[config.mk]
export PLATFORM = sky130hd
export DESIGN_NAME = uart_alu_bridge
export DESIGN_NICKNAME = d
export VERILOG_FILES = /design/src/rtl/uart_alu_bridge.sv
export SDC_FILE = /design/constraint.sdc
export NUM_CORES = 1
export LEC_CHECK = 0
export BUFFER_PORTS_ARGS = -buffer_cell sky130_fd_sc_hd__buf_2
export CAP_MARGIN = 30
export CORE_MARGIN = 3
export CORE_UTILIZATION = 47
export DETAILED_ROUTE_END_ITERATION = 6
export GPL_TIMING_DRIVEN = 0
export PLACE_DENSITY = 0.77
export SLEW_MARGIN = 0
export SYNTH_ARGS = -nofsm -noshare
export SYNTH_HDL_FRONTEND = slang
export SYNTH_SLANG_ARGS = --single-unit
[constraint.sdc]
create_clock -name CLK -period 2.1 [get_ports CLK]
set_input_delay 0 -clock CLK [delete_from_list [all_inputs] [get_ports CLK]]
set_output_delay 0 -clock CLK [all_outputs]
set_load 0.01 [all_outputs]
[src/rtl/uart_alu_bridge.sv]
// uart_alu_bridge: pops A, B, opcode frames from a UART RX FIFO, drives an external ALU, pushes the result byte to TX.
// Optional inter-byte timeout enabled by defining UART_ALU_BRIDGE_TIMEOUT_EN.
module uart_alu_bridge #(
  parameter int N_BIT       = 8,
  parameter int N_OP        = 6,
  parameter int TIMEOUT_CYC = 50000000,
  parameter int TO_BIT      = 26
) (
  input  logic             CLK,
  input  logic             RESET,
  input  logic             rx_empty,
  input  logic [N_BIT-1:0] r_data,
  output logic             rd_uart,
  input  logic             tx_full,
  output logic [N_BIT-1:0] w_data,
  output logic             wr_uart,
  output logic [N_BIT-1:0] alu_a,
  output logic [N_BIT-1:0] alu_b,
  output logic [N_OP-1:0]  alu_op,
  input  logic [N_BIT-1:0] alu_result,
  output logic             busy,
  output logic             timeout_err
);
  typedef enum logic [2:0] {S_A, S_B, S_OP, S_EXEC, S_SEND} state_t;
  state_t           state_q, state_d;
  logic [N_BIT-1:0] alu_a_q, alu_a_d, alu_b_q, alu_b_d, result_q, result_d;
  logic [N_OP-1:0]  alu_op_q, alu_op_d;
  logic             busy_q, to_fire;
`ifdef UART_ALU_BRIDGE_TIMEOUT_EN
  logic [TO_BIT-1:0] cnt_q, cnt_d;
  logic              terr_q;
  assign to_fire = (state_q inside {S_B, S_OP}) && rx_empty && cnt_q == TO_BIT'(TIMEOUT_CYC - 1);
  // Counting only while waiting mid-frame makes every accept, S_A entry and exec/send phase clear it.
  assign cnt_d = ((state_q inside {S_B, S_OP}) && rx_empty && !to_fire) ? cnt_q + 1'b1 : '0;
  always_ff @(posedge CLK or negedge RESET) begin
    if (!RESET) begin
      cnt_q  <= '0;
      terr_q <= 1'b0;
    end else begin
      cnt_q  <= cnt_d;
      terr_q <= to_fire;
    end
  end
  assign timeout_err = terr_q;
`else
  localparam logic TO_OK = (64'd2 ** TO_BIT) > 64'(TIMEOUT_CYC);
  assign to_fire     = 1'b0;
  assign timeout_err = TO_OK & 1'b0;
`endif
  // Pop is gated by reset so a FIFO holding data sees no strobe while reset is held.
  assign rd_uart = RESET && !rx_empty && (state_q inside {S_A, S_B, S_OP});
  assign wr_uart = RESET && !tx_full && state_q == S_SEND;
  assign w_data  = result_q;
  assign alu_a   = alu_a_q;
  assign alu_b   = alu_b_q;
  assign alu_op  = alu_op_q;
  assign busy    = busy_q;
  always_comb begin
    state_d  = state_q;
    alu_a_d  = alu_a_q;
    alu_b_d  = alu_b_q;
    alu_op_d = alu_op_q;
    result_d = result_q;
    case (state_q)
      S_A: if (!rx_empty) begin
        alu_a_d = r_data;
        state_d = S_B;
      end
      S_B: if (!rx_empty) begin
        alu_b_d = r_data;
        state_d = S_OP;
      end
      S_OP: if (!rx_empty) begin
        alu_op_d = r_data[N_OP-1:0];
        state_d  = S_EXEC;
      end
      S_EXEC: begin
        result_d = alu_result;
        state_d  = S_SEND;
      end
      S_SEND: state_d = tx_full ? S_SEND : S_A;
      default: state_d = S_A;
    endcase
    if (to_fire) state_d = S_A;
  end
  always_ff @(posedge CLK or negedge RESET) begin
    if (!RESET) begin
      state_q  <= S_A;
      alu_a_q  <= '0;
      alu_b_q  <= '0;
      alu_op_q <= '0;
      result_q <= '0;
      busy_q   <= 1'b0;
    end else begin
      state_q  <= state_d;
      alu_a_q  <= alu_a_d;
      alu_b_q  <= alu_b_d;
      alu_op_q <= alu_op_d;
      result_q <= result_d;
      busy_q   <= state_d != S_A;
    end
  end
endmodule

==> results of run 1 <==
power groups by stage:
stage,clock network (W),registers [W],logic (W)
floorplan,0,0.00130,0.000568
global placement,0,0.00114,0.00114
finish,0.000437,0.00114,0.00118
detailed placement,0,0.00116,0.00117
CTS,0.000450,0.00115,0.00120
global route,0.000483,0.00119,0.00129
path summary, 6_finish.rpt:
path | cells past startpoint | endpoint | slack (ps)
worst max-delay path | 3 | alu_a[7] | 390
min in group asynchronous | 2 | busy | 180
worst min-delay path | 3 | state_q[0] | 30
worst min register to register | 1 | alu_b[7] | 510
max in group asynchronous | 2 | alu_b[1] | 1580
worst max register to register | 3 | alu_a[7] | 390
final cells by class:
class / instances / area (um2)
fill: 213 / 831
sequential: 34 / 851
timing repair buffer: 69 / 438
tap: 31 / 38.8
multi-input combinational: 48 / 507
clock buffer: 8 / 78.8
inverter: 1 / 3.75
buffer: 5 / 33.8
routing by layer:
| metal | wire length, um | track usage (%) | up-vias | share of wire [%] |
|---|---|---|---|---|
| met2 | 1580 | 30.6 | 22 | 54 |
| met5 | 0 | 0 | - | 0 |
| met3 | 112 | 4.68 | 8 | 3.8 |
| met1 | 1150 | 22.1 | 483 | 39 |
| met4 | 76 | 9.91 | 0 | 2.6 |
| li1 | - | - | 464 | - |
cells in the mapped netlist, drive strengths merged:
master   count  share of area (%)
nor3         1               0.36
or2          1               0.45
a2111oi      1               0.63
nand2b       1               0.45
nand4bb      1               0.81
nor4b        2                3.4
o21ai        1               0.36
nor4         1                1.5
a21oi        2               0.72
buf          5                2.4
nand3b       2                1.1
or3b         2                1.3
conb         1               0.27
nor3b        1               0.54
mux2        30                 24
inv          1               0.27
nand2        1               0.27
dfrtp       34                 61
through the flow:
step                hold WS (ps)  setup WS [ps]  power, W  instances  area [um2]
floorplan                   -296            601   0.00187         88        1400
global placement            89.0            387   0.00228        170        1690
detailed placement           111            389   0.00234        170        1690
CTS                         24.2            203   0.00280        196        1950
global route                24.0            214   0.00296        196        1950
finish                      31.5            385   0.00277        196        1950
worst max-delay path: cells and delay by family, from the launching register on:
family | cells | cell delay (ps)
buffers and inverters | 1 | 160
flip-flops | 1 | 440
multiplexers | 1 | 410
AND/OR/NAND/NOR | 1 | 590
flip-flops by register name, indices dropped and copies added (netlist names):
| signal | count |
|---|---|
| alu_a | 8 |
| busy | 1 |
| state_q | 3 |
| alu_b | 8 |
| alu_op | 6 |
| w_data | 8 |
kinds of logic after synthesis:
family,after synthesis,share of synthesized area [%]
other cells,1,0.269
simple gates,13,10.1
compound gates,4,1.70
buf+inv,6,2.69
mux,30,24.2
flops,34,61.0
what timing repair did:
action                                  4_1_cts  5_1_grt
endpoints found under the setup margin        0        1
hold buffers                                 18        0
gates resized for setup                       0        1
hold endpoints to repair                     65        0
==> out/metrics.yaml, run 1 <==
timing.hold.worst.start: "rx_empty"
drt-initial-drc-count: 18
cts.htree.levels: 2
rsz0062_at_grt: "false"
finalCriticalPeriod_ps: 1710
drive_gt1_share_pct: 60.6
timing.max_slew.rel_slack_pct: 53.9
synth.distinct_cells: 20
cts-root-buf: "sky130_fd_sc_hd__clkbuf_4"
initial_utilization_pct: 50.2
cp-start-kind: "register"
avgViaCountPerCell: 4.98
areaGrowthSynthToFinish_pct: 39.8
drcViolationCount: 0
design.portCount: 54
share_clk_of_total_power_pct: 15.8
final_common_cell: "sky130_fd_sc_hd__buf_2"
finish.net_count: 184
total_of_buffers_placed_on_input_and_output_ports: 51
grt_start_max_net_pins: 36
path_max_fanout: 10
cpPeakStageDelay_ps: 590
design.core.area_um2: 2780
die_x_um: 60.5
routed_wl_um: 2910
first_pass_iters: 3
num_rows: 19
gp_routability_congestion: 0.633
clk_pin_slew_ps: 110
worst-slew-pin-transition_ps: 688
number_of_inserted_diodes: 0
crit_path_cell_trace: "buf_6 -> nor4_4 -> mux2_2"
net-switching-power_w: 0.000920
post_synth.cell_area_avg_um2: 15.9
cp_data_required_time_ps: 2310
vias: 977
seq_power_share_pct: 41.4
clock_latency_on_the_worst_skew_pair_ps: 330
switching_share_pct: 33.3
combinationalPowerShare_pct: 42.8
final_util_pct: 70.1
detail-route-antenna-nets: 0
setup.worst_path.class: "reg2reg"
global_route_wire_length_before_repair_um: 4800
numCtsBuffers: 5
net_count_after_synthesis: 108
power.density_cell_area_nw_per_um2: 1420
run_status: "completed"
reg2reg_start: "state_q[1]"
max_cap_viol_count: 0
fin_tns_setup_ps: 0
finalMaxSlewViolations: 0
die_h_um: 60.5
ir_drop_mv: 0.982
groute.usage.overall_pct: 18.4
dpl.hpwl_um: 1960
antenna_found_initial: 0
cell_internal_pwr_w: 0.00185
first_global_vias: 1014
crit_path_end_kind: "register"
cp_data_arrival_time_ps: 1930
syn_inst: 88
worst_hold_path_type: "in2reg"
die_area_um2: 3660
grt-ovfl-total: 0
most-common-layout-cells: "sky130_fd_sc_hd__buf_2, sky130_fd_sc_hd__dfrtp_1, sky130_fd_sc_hd__mux2_2"
power.leakage_nw: 0.920
cts_post_setup_buffers_inserted: 0
max_clock_freq_mhz: 583
clkSinkCount: 34
fin_crit_sh_pct: 81.7
sequential_cell_area_fraction_in_the_yosys_report_pct: 61.0
synth_area_um2: 1400
worst_setup_path_startpoint: "state_q[1]"
postSynthRegisterBits: 34
timing.critical_path.slowest_stage_cell: "sky130_fd_sc_hd__nor4_4"
clock_tree_from_tritoncts: "done"
report.final.setup_viol: 0
clock-skew-final_ps: 13.7
hold_viol_final: 0
wl_per_cell_um: 14.9
cts.path.max_buffers: 2
yosysWarnings: 0
No activity file was read; power rests on OpenSTA's default activity.
==> run 2: changes to the inputs <==
- CORE_UTILIZATION: 47 -> 43
- PLACE_DENSITY: 0.77 -> 0.75
- clock period: 2.1 -> 1.4 ns (I/O delays scaled with it)
==> run 2 against run 1 <==
  * The run now ends with negative setup slack left
  * Power rose by 86%
  * Register-to-register slack got worse by 600 ps
  * Largest power group unchanged
  * Final cell count rose by 16%
  * Fmax rose by 6.4%
  * Clock skew fell by 7.8 ps
  * Count of clock-buffer cells in the layout fell by 1
  * Hold slack improved by 2.5 ps
  * Wire length rose by 33%
  * Sequential share of layout area fell by 7.2 points
  * Critical path depth rose by 3
  * Via count rose by 10%
  * Highest routed layer unchanged
==> out/metrics.yaml, run 2 (same netlist as run 1, synthesis figures left out) <==
final_critical_path_setup_slack_ps: -212  # -597 ps
finish.net_count: 202  # +9.8%
total_of_buffers_placed_on_input_and_output_ports: 51  # unchanged
fin_tns_setup_ps: -3850  # -3850 ps
die_x_um: 63.0  # +4.1%
setup.worst_path.class: "reg2reg"
fin_crit_sh_pct: 115  # +33 points
areaGrowthSynthToFinish_pct: 67.4
power.density_cell_area_nw_per_um2: 2200  # +55%
cts-root-buf: "sky130_fd_sc_hd__clkbuf_4"
final_util_pct: 75.9  # +5.8 points
final_common_cell: "sky130_fd_sc_hd__buf_2"
ir_drop_mv: 1.34  # +37%
crit_path_end_kind: "register"
clkSinkCount: 34  # unchanged
finalMaxSlewViolations: 0  # unchanged
antenna_found_initial: 0  # unchanged
dpl.hpwl_um: 1910  # -2.6%
numCtsBuffers: 5  # unchanged
cp_data_arrival_time_ps: 1840  # -90 ps
failing_checks: "negative setup slack"
power.leakage_nw: 1.16  # +26%
rsz0062_at_grt: "true"
groute.usage.overall_pct: 18.6  # +0.14 points
max_cap_viol_count: 0  # unchanged
clock_tree_from_tritoncts: "done"
hold_viol_final: 0  # unchanged
max_clock_freq_mhz: 620  # +6.4%
num_rows: 20  # +1
hold-worst-slack_ps: 34.0  # +2.52 ps
number_of_inserted_diodes: 0  # unchanged
finalCriticalPeriod_ps: 1610  # -103 ps
detail-route-antenna-nets: 0  # unchanged
drt-initial-drc-count: 34  # +16
drcViolationCount: 0  # unchanged
wl_per_cell_um: 17.0  # +15%
avgViaCountPerCell: 4.75  # -4.7%
die_h_um: 63.0  # +4.1%
initial_utilization_pct: 45.3  # -4.8 points
vias: 1078  # +10%
post-place-ws_ps: -241  # -630 ps
fillerInstances: 185  # -13%
cts.path.max_buffers: 2  # unchanged
cp-start-kind: "register"
global_route_wire_length_before_repair_um: 5560  # +16%
grt_start_max_net_pins: 36  # unchanged
cp_data_required_time_ps: 1620  # -690 ps
routed_wl_um: 3870  # +33%
drive_gt1_share_pct: 65.0  # +4.4 points
gp_routability_congestion: 0.663  # +4.7%
clock_latency_on_the_worst_skew_pair_ps: 330  # about the same
first_global_vias: 1151  # +14%
worst_hold_path_type: "in2reg"
path_max_fanout: 5  # -5
grt-ovfl-total: 0  # unchanged
clk_pin_slew_ps: 100  # about the same
clock-skew-final_ps: 5.96  # -7.78 ps
first_pass_iters: 4  # +1
cts.htree.levels: 2  # unchanged
report.final.setup_viol: 33  # +33
design.core.area_um2: 3080  # +11%
design.portCount: 54  # unchanged
die_area_um2: 3960  # +8.4%
run_status: "finished, violations left"
most-common-layout-cells: "sky130_fd_sc_hd__buf_2, sky130_fd_sc_hd__dfrtp_1, sky130_fd_sc_hd__mux2_4"
-- run 2: critical path, cell delays in order, from the launching register on --
cell                        delay [ps]
sky130_fd_sc_hd__dfrtp_1           420
sky130_fd_sc_hd__buf_6             140
sky130_fd_sc_hd__buf_12            120
sky130_fd_sc_hd__buf_6             120
sky130_fd_sc_hd__nand3b_1          210
sky130_fd_sc_hd__clkbuf_16         210
sky130_fd_sc_hd__mux2_4            290
-- run 2: report_power, final --
part           switching (W)  total (W)  internal (W)
combinational        0.00106    0.00269       0.00163
sequential          0.000272    0.00175       0.00148
clock               0.000324   0.000702      0.000379
-- run 2: per-stage QoR --
stage / std cells / cell area (um2) / power [W]
after floorplan: 88 / 1400 / 0.00283
after global placement: 183 / 1710 / 0.00344
after detailed placement: 183 / 1710 / 0.00351
after CTS: 219 / 2170 / 0.00478
after global routing: 227 / 2340 / 0.00543
final: 227 / 2340 / 0.00514
-- run 2: final cells by class --
| type | instances | area, um2 | area share [%] |
|---|---|---|---|
| buffer | 5 | 46.3 | 1.98 |
| clock buffer | 7 | 45.0 | 1.93 |
| clock inverter | 1 | 30.0 | 1.29 |
| inverter | 1 | 3.75 | 0.161 |
| multi-input combinational | 48 | 642 | 27.5 |
| sequential | 34 | 851 | 36.4 |
| tap | 44 | 55.1 | 2.36 |
| timing repair buffer | 87 | 663 | 28.4 |
-- run 2: routing by layer --
layer	wire length [um]	global-route usage [%]
met4	44	6.34
met2	2060	31.1
met1	1590	21.4
met3	175	7.55
met5	0	0
-- run 2: path summary, 6_finish.rpt --
path                       slack [ps]       start  cells after the start    endpoint
max                              -210  state_q[1]                      6   w_data[1]
min                                30    rx_empty                      3  state_q[0]
max reg2reg                      -210  state_q[1]                      6   w_data[1]
min reg2reg                       510    alu_b[2]                      1    alu_b[2]
max in group asynchronous        1050       RESET                      3   alu_op[2]
min in group asynchronous         180       RESET                      3    alu_a[1]
-- run 2: timing repair --
action                                  CTS  global route
cloned                                    0             1
hold endpoints to repair                 65            34
buffers inserted                         11             5
hold buffers                             17             2
endpoints found under the setup margin   32            32
pin swaps                                 3             3
resized for setup                        29            16
==> run 3: changes to the inputs <==
- ABC_AREA: default -> 1
- CAP_MARGIN: 30 -> 20
- PLACE_DENSITY: 0.75 -> 0.74
==> run 3 against run 2 <==
  * The flow finishes with violations (negative hold slack)
  * Register-to-register slack gained 370 ps
  * Critical path depth fell by 2
  * Clock skew up 5.4 ps
  * Fmax grew 29%
  * Sequential share of layout area rose by 5.6 points
  * Worst setup slack improved by 360 ps
  * First-iteration DRC count is 53% higher
  * Utilization fell by 12 points
  * Via count increased by 13%
  * Wire length is 17% lower
  * Critical path type is now reg2out
==> out/metrics.yaml, run 3 <==
run_status: "finished, violations left"
failing_checks: "negative hold slack"
total_of_buffers_placed_on_input_and_output_ports: 52  # +2.0%
clock-skew-final_ps: 11.3  # +5.36 ps
placedCellCount: 244  # +33%
number_of_inserted_diodes: 0  # unchanged
synth_enable_flop_cells: 0  # unchanged
cts.htree.levels: 2  # unchanged
vias: 1221  # +13%
grt-ovfl-total: 0  # unchanged
crit_path_cell_trace: "nand2_1 -> nand2_1 -> nor2_1 -> buf_2"
design.core.area_um2: 3150  # +2.4%
worst_hold_path_type: "in2async"
first_global_vias: 1225  # +6.4%
max_cap_viol_count: 0  # unchanged
cpMostUsedCell: "sky130_fd_sc_hd__nand2_1"
num_rows: 20  # unchanged
global_route_wire_length_before_repair_um: 5530  # -0.50%
post_synth.cell_area_avg_um2: 9.90  # -38%
finish.net_count: 245  # +21%
multi_input_combinational_cell_area_um2: 508  # -21%
worst-slew-pin-transition_ps: 753
initial_utilization_pct: 46.5  # +1.1 points
die_x_um: 64.4  # +2.2%
die_h_um: 64.4  # +2.2%
most-common-layout-cells: "sky130_fd_sc_hd__buf_2, sky130_fd_sc_hd__nand2_1, sky130_fd_sc_hd__dfrtp_1"
final_cell_count_no_fill: 270  # +19%
numCtsBuffers: 5  # unchanged
wl_per_cell_um: 11.9  # -30%
antenna_found_initial: 0  # unchanged
fin_tns_setup_ps: 0  # +3850 ps
detail-route-antenna-nets: 0  # unchanged
cp_num_buf_inv: 1  # -3
clock_latency_on_the_worst_skew_pair_ps: 340  # about the same
drive_gt1_share_pct: 42.9  # -22 points
ir_drop_mv: 1.11  # -17%
dpl.hpwl_um: 2130  # +11%
setup.worst_path.class: "reg2out"
power.leakage_nw: 1.11  # -4.5%
cp-start-kind: "register"
cts-root-buf: "sky130_fd_sc_hd__clkbuf_4"
drt-initial-drc-count: 52  # +53%
yosys.cell_count.top_type: "sky130_fd_sc_hd__nand2_1"
groute.usage.overall_pct: 17.4  # -1.2 points
clk_pin_slew_ps: 100  # about the same
critPathTopFamily: "flip-flops"
grt_start_max_net_pins: 37  # +2.8%
max_clock_freq_mhz: 797  # +29%
leading_post_synthesis_cells_by_instance_count: "sky130_fd_sc_hd__nand2_1, sky130_fd_sc_hd__dfrtp_1, sky130_fd_sc_hd__nand3_1, sky130_fd_sc_hd__o21ai_2, sky130_fd_sc_hd__inv_1"
hold_viol_final: 34  # +34
cp_data_required_time_ps: 1400  # -220 ps
synth_top_area_share_pct: 58.1  # -2.9 points
design_area_um2: 2020  # -13%
syn_inst: 148  # +68%
async_reset_ff_share_pct: 100  # unchanged
dpl-instance-area_um2: 1780  # +4.1%
design_power_w: 0.00414  # -20%
net_count_after_synthesis: 168  # +56%
synthFlopType: "sky130_fd_sc_hd__dfrtp_1"
first_pass_iters: 4  # unchanged
path_max_fanout: 5  # unchanged
timing.max_slew.rel_slack_pct: 49.8
rsz0062_at_grt: "false"
postSynthRegisterBits: 34  # unchanged
areaGrowthSynthToFinish_pct: 38.1
design.portCount: 54  # unchanged
cts.hold.buffers_added: 17  # unchanged
synth_area_leader_cell: "sky130_fd_sc_hd__dfrtp_1"
area.sequential_um2: 851  # unchanged
report.final.setup_viol: 0  # -100%
fillerInstances: 270  # +46%
sequential_cell_area_fraction_in_the_yosys_report_pct: 58.1  # -2.9 points
yosysWarnings: 0  # unchanged
crit_path_end_kind: "output pin"
drcViolationCount: 0  # unchanged
timing.critical_path.slowest_stage_cell: "sky130_fd_sc_hd__dfrtp_1"
fin_crit_sh_pct: 89.6  # -26 points
finalMaxSlewViolations: 0  # unchanged
clkSinkCount: 34  # unchanged
cpPeakStageDelay_ps: 460  # +40 ps
cp_data_arrival_time_ps: 1250  # -590 ps
avgViaCountPerCell: 4.52  # -4.8%
gp_routability_congestion: 0.796  # +20%
routed_wl_um: 3220  # -17%
hold-worst-slack_ps: -283  # -317 ps
worst_setup_path_startpoint: "state_q[1]"
cts.path.max_buffers: 2  # unchanged
finalCriticalPeriod_ps: 1250  # -358 ps
final_common_cell: "sky130_fd_sc_hd__buf_2"
synth_area_um2: 1470  # +5.0%
synth.distinct_cells: 18  # -10%
yosys-top-cells-area: "sky130_fd_sc_hd__dfrtp_1, sky130_fd_sc_hd__nand2_1, sky130_fd_sc_hd__o21ai_2, sky130_fd_sc_hd__nand3_1, sky130_fd_sc_hd__buf_6"
power.density_cell_area_nw_per_um2: 2040  # -7.1%
die_area_um2: 4140  # +4.5%
clock_tree_from_tritoncts: "done"
reg2reg_start: "state_q[1]"
run 3: cell types whose count changed in the layout (fill, tap and decap cells not counted), moves of 7 or more:
cell / previous run / this run
sky130_fd_sc_hd__nand3_1: 0 / 13
sky130_fd_sc_hd__o21ai_2: 0 / 13
sky130_fd_sc_hd__nand2_1: 0 / 45
sky130_fd_sc_hd__mux2_4: 30 / 0
sky130_fd_sc_hd__inv_1: 1 / 8
run 3: cell families after synthesis:
group / Yosys count / synth area share (%)
AND/OR/NAND/NOR: 76 / 24.6
flip-flops: 34 / 58.1
buffers and inverters: 19 / 7.60
AO/OA/AOI/OAI: 18 / 9.48
other: 1 / 0.256
run 3: final cells by class:
class / instances / share of cell area, %
plain buffers: 5 / 2.60
clock buffers: 7 / 2.72
clock inverters: 1 / 0.247
inverters: 14 / 2.91
multi-input cells: 95 / 25.1
flip-flops and latches: 34 / 42.1
well taps: 44 / 2.72
repair buffers: 70 / 21.6
run 3: per-layer routing:
metal / global-route usage, % / wire length, um
met1: 21.4 / 1390
met2: 28.6 / 1590
met3: 5.45 / 183
met4: 6.07 / 59
met5: 0 / 0
run 3: power breakdown:
part / internal, W / switching (W)
Sequential: 0.00144 / 0.000279
Clock: 0.000243 / 0.000317
Combinational: 0.000796 / 0.00106
run 3: worst paths after layout:
path                                    to  slack (ps)  cells past startpoint
min in group CLK                state_q[1]          80                      4
worst min-delay path             alu_op[3]        -280                      1
worst min register to register   w_data[6]         480                      2
worst max register to register        busy         160                      6
max in group asynchronous        w_data[0]        1190                      1
worst max-delay path               rd_uart         150                      4
run 3: repair_timing:
item                                    in CTS  in global routing
hold endpoints to repair                    65                 34
endpoints found under the setup margin       1                  1
pin swaps                                    0                  1
gates resized for setup                      1                  0
setup buffers                                0                  1
run 3: per-stage QoR:
step	setup WS (ps)	utilization, %	hold WS, ps
2_1_floorplan	296	-	-296
3_3_place_gp	203	56.5	112
3_5_place_dp	200	56.5	113
4_1_cts	43.2	63.9	-260
5_1_grt	58.5	64.2	-228
6_report	146	64.2	-283
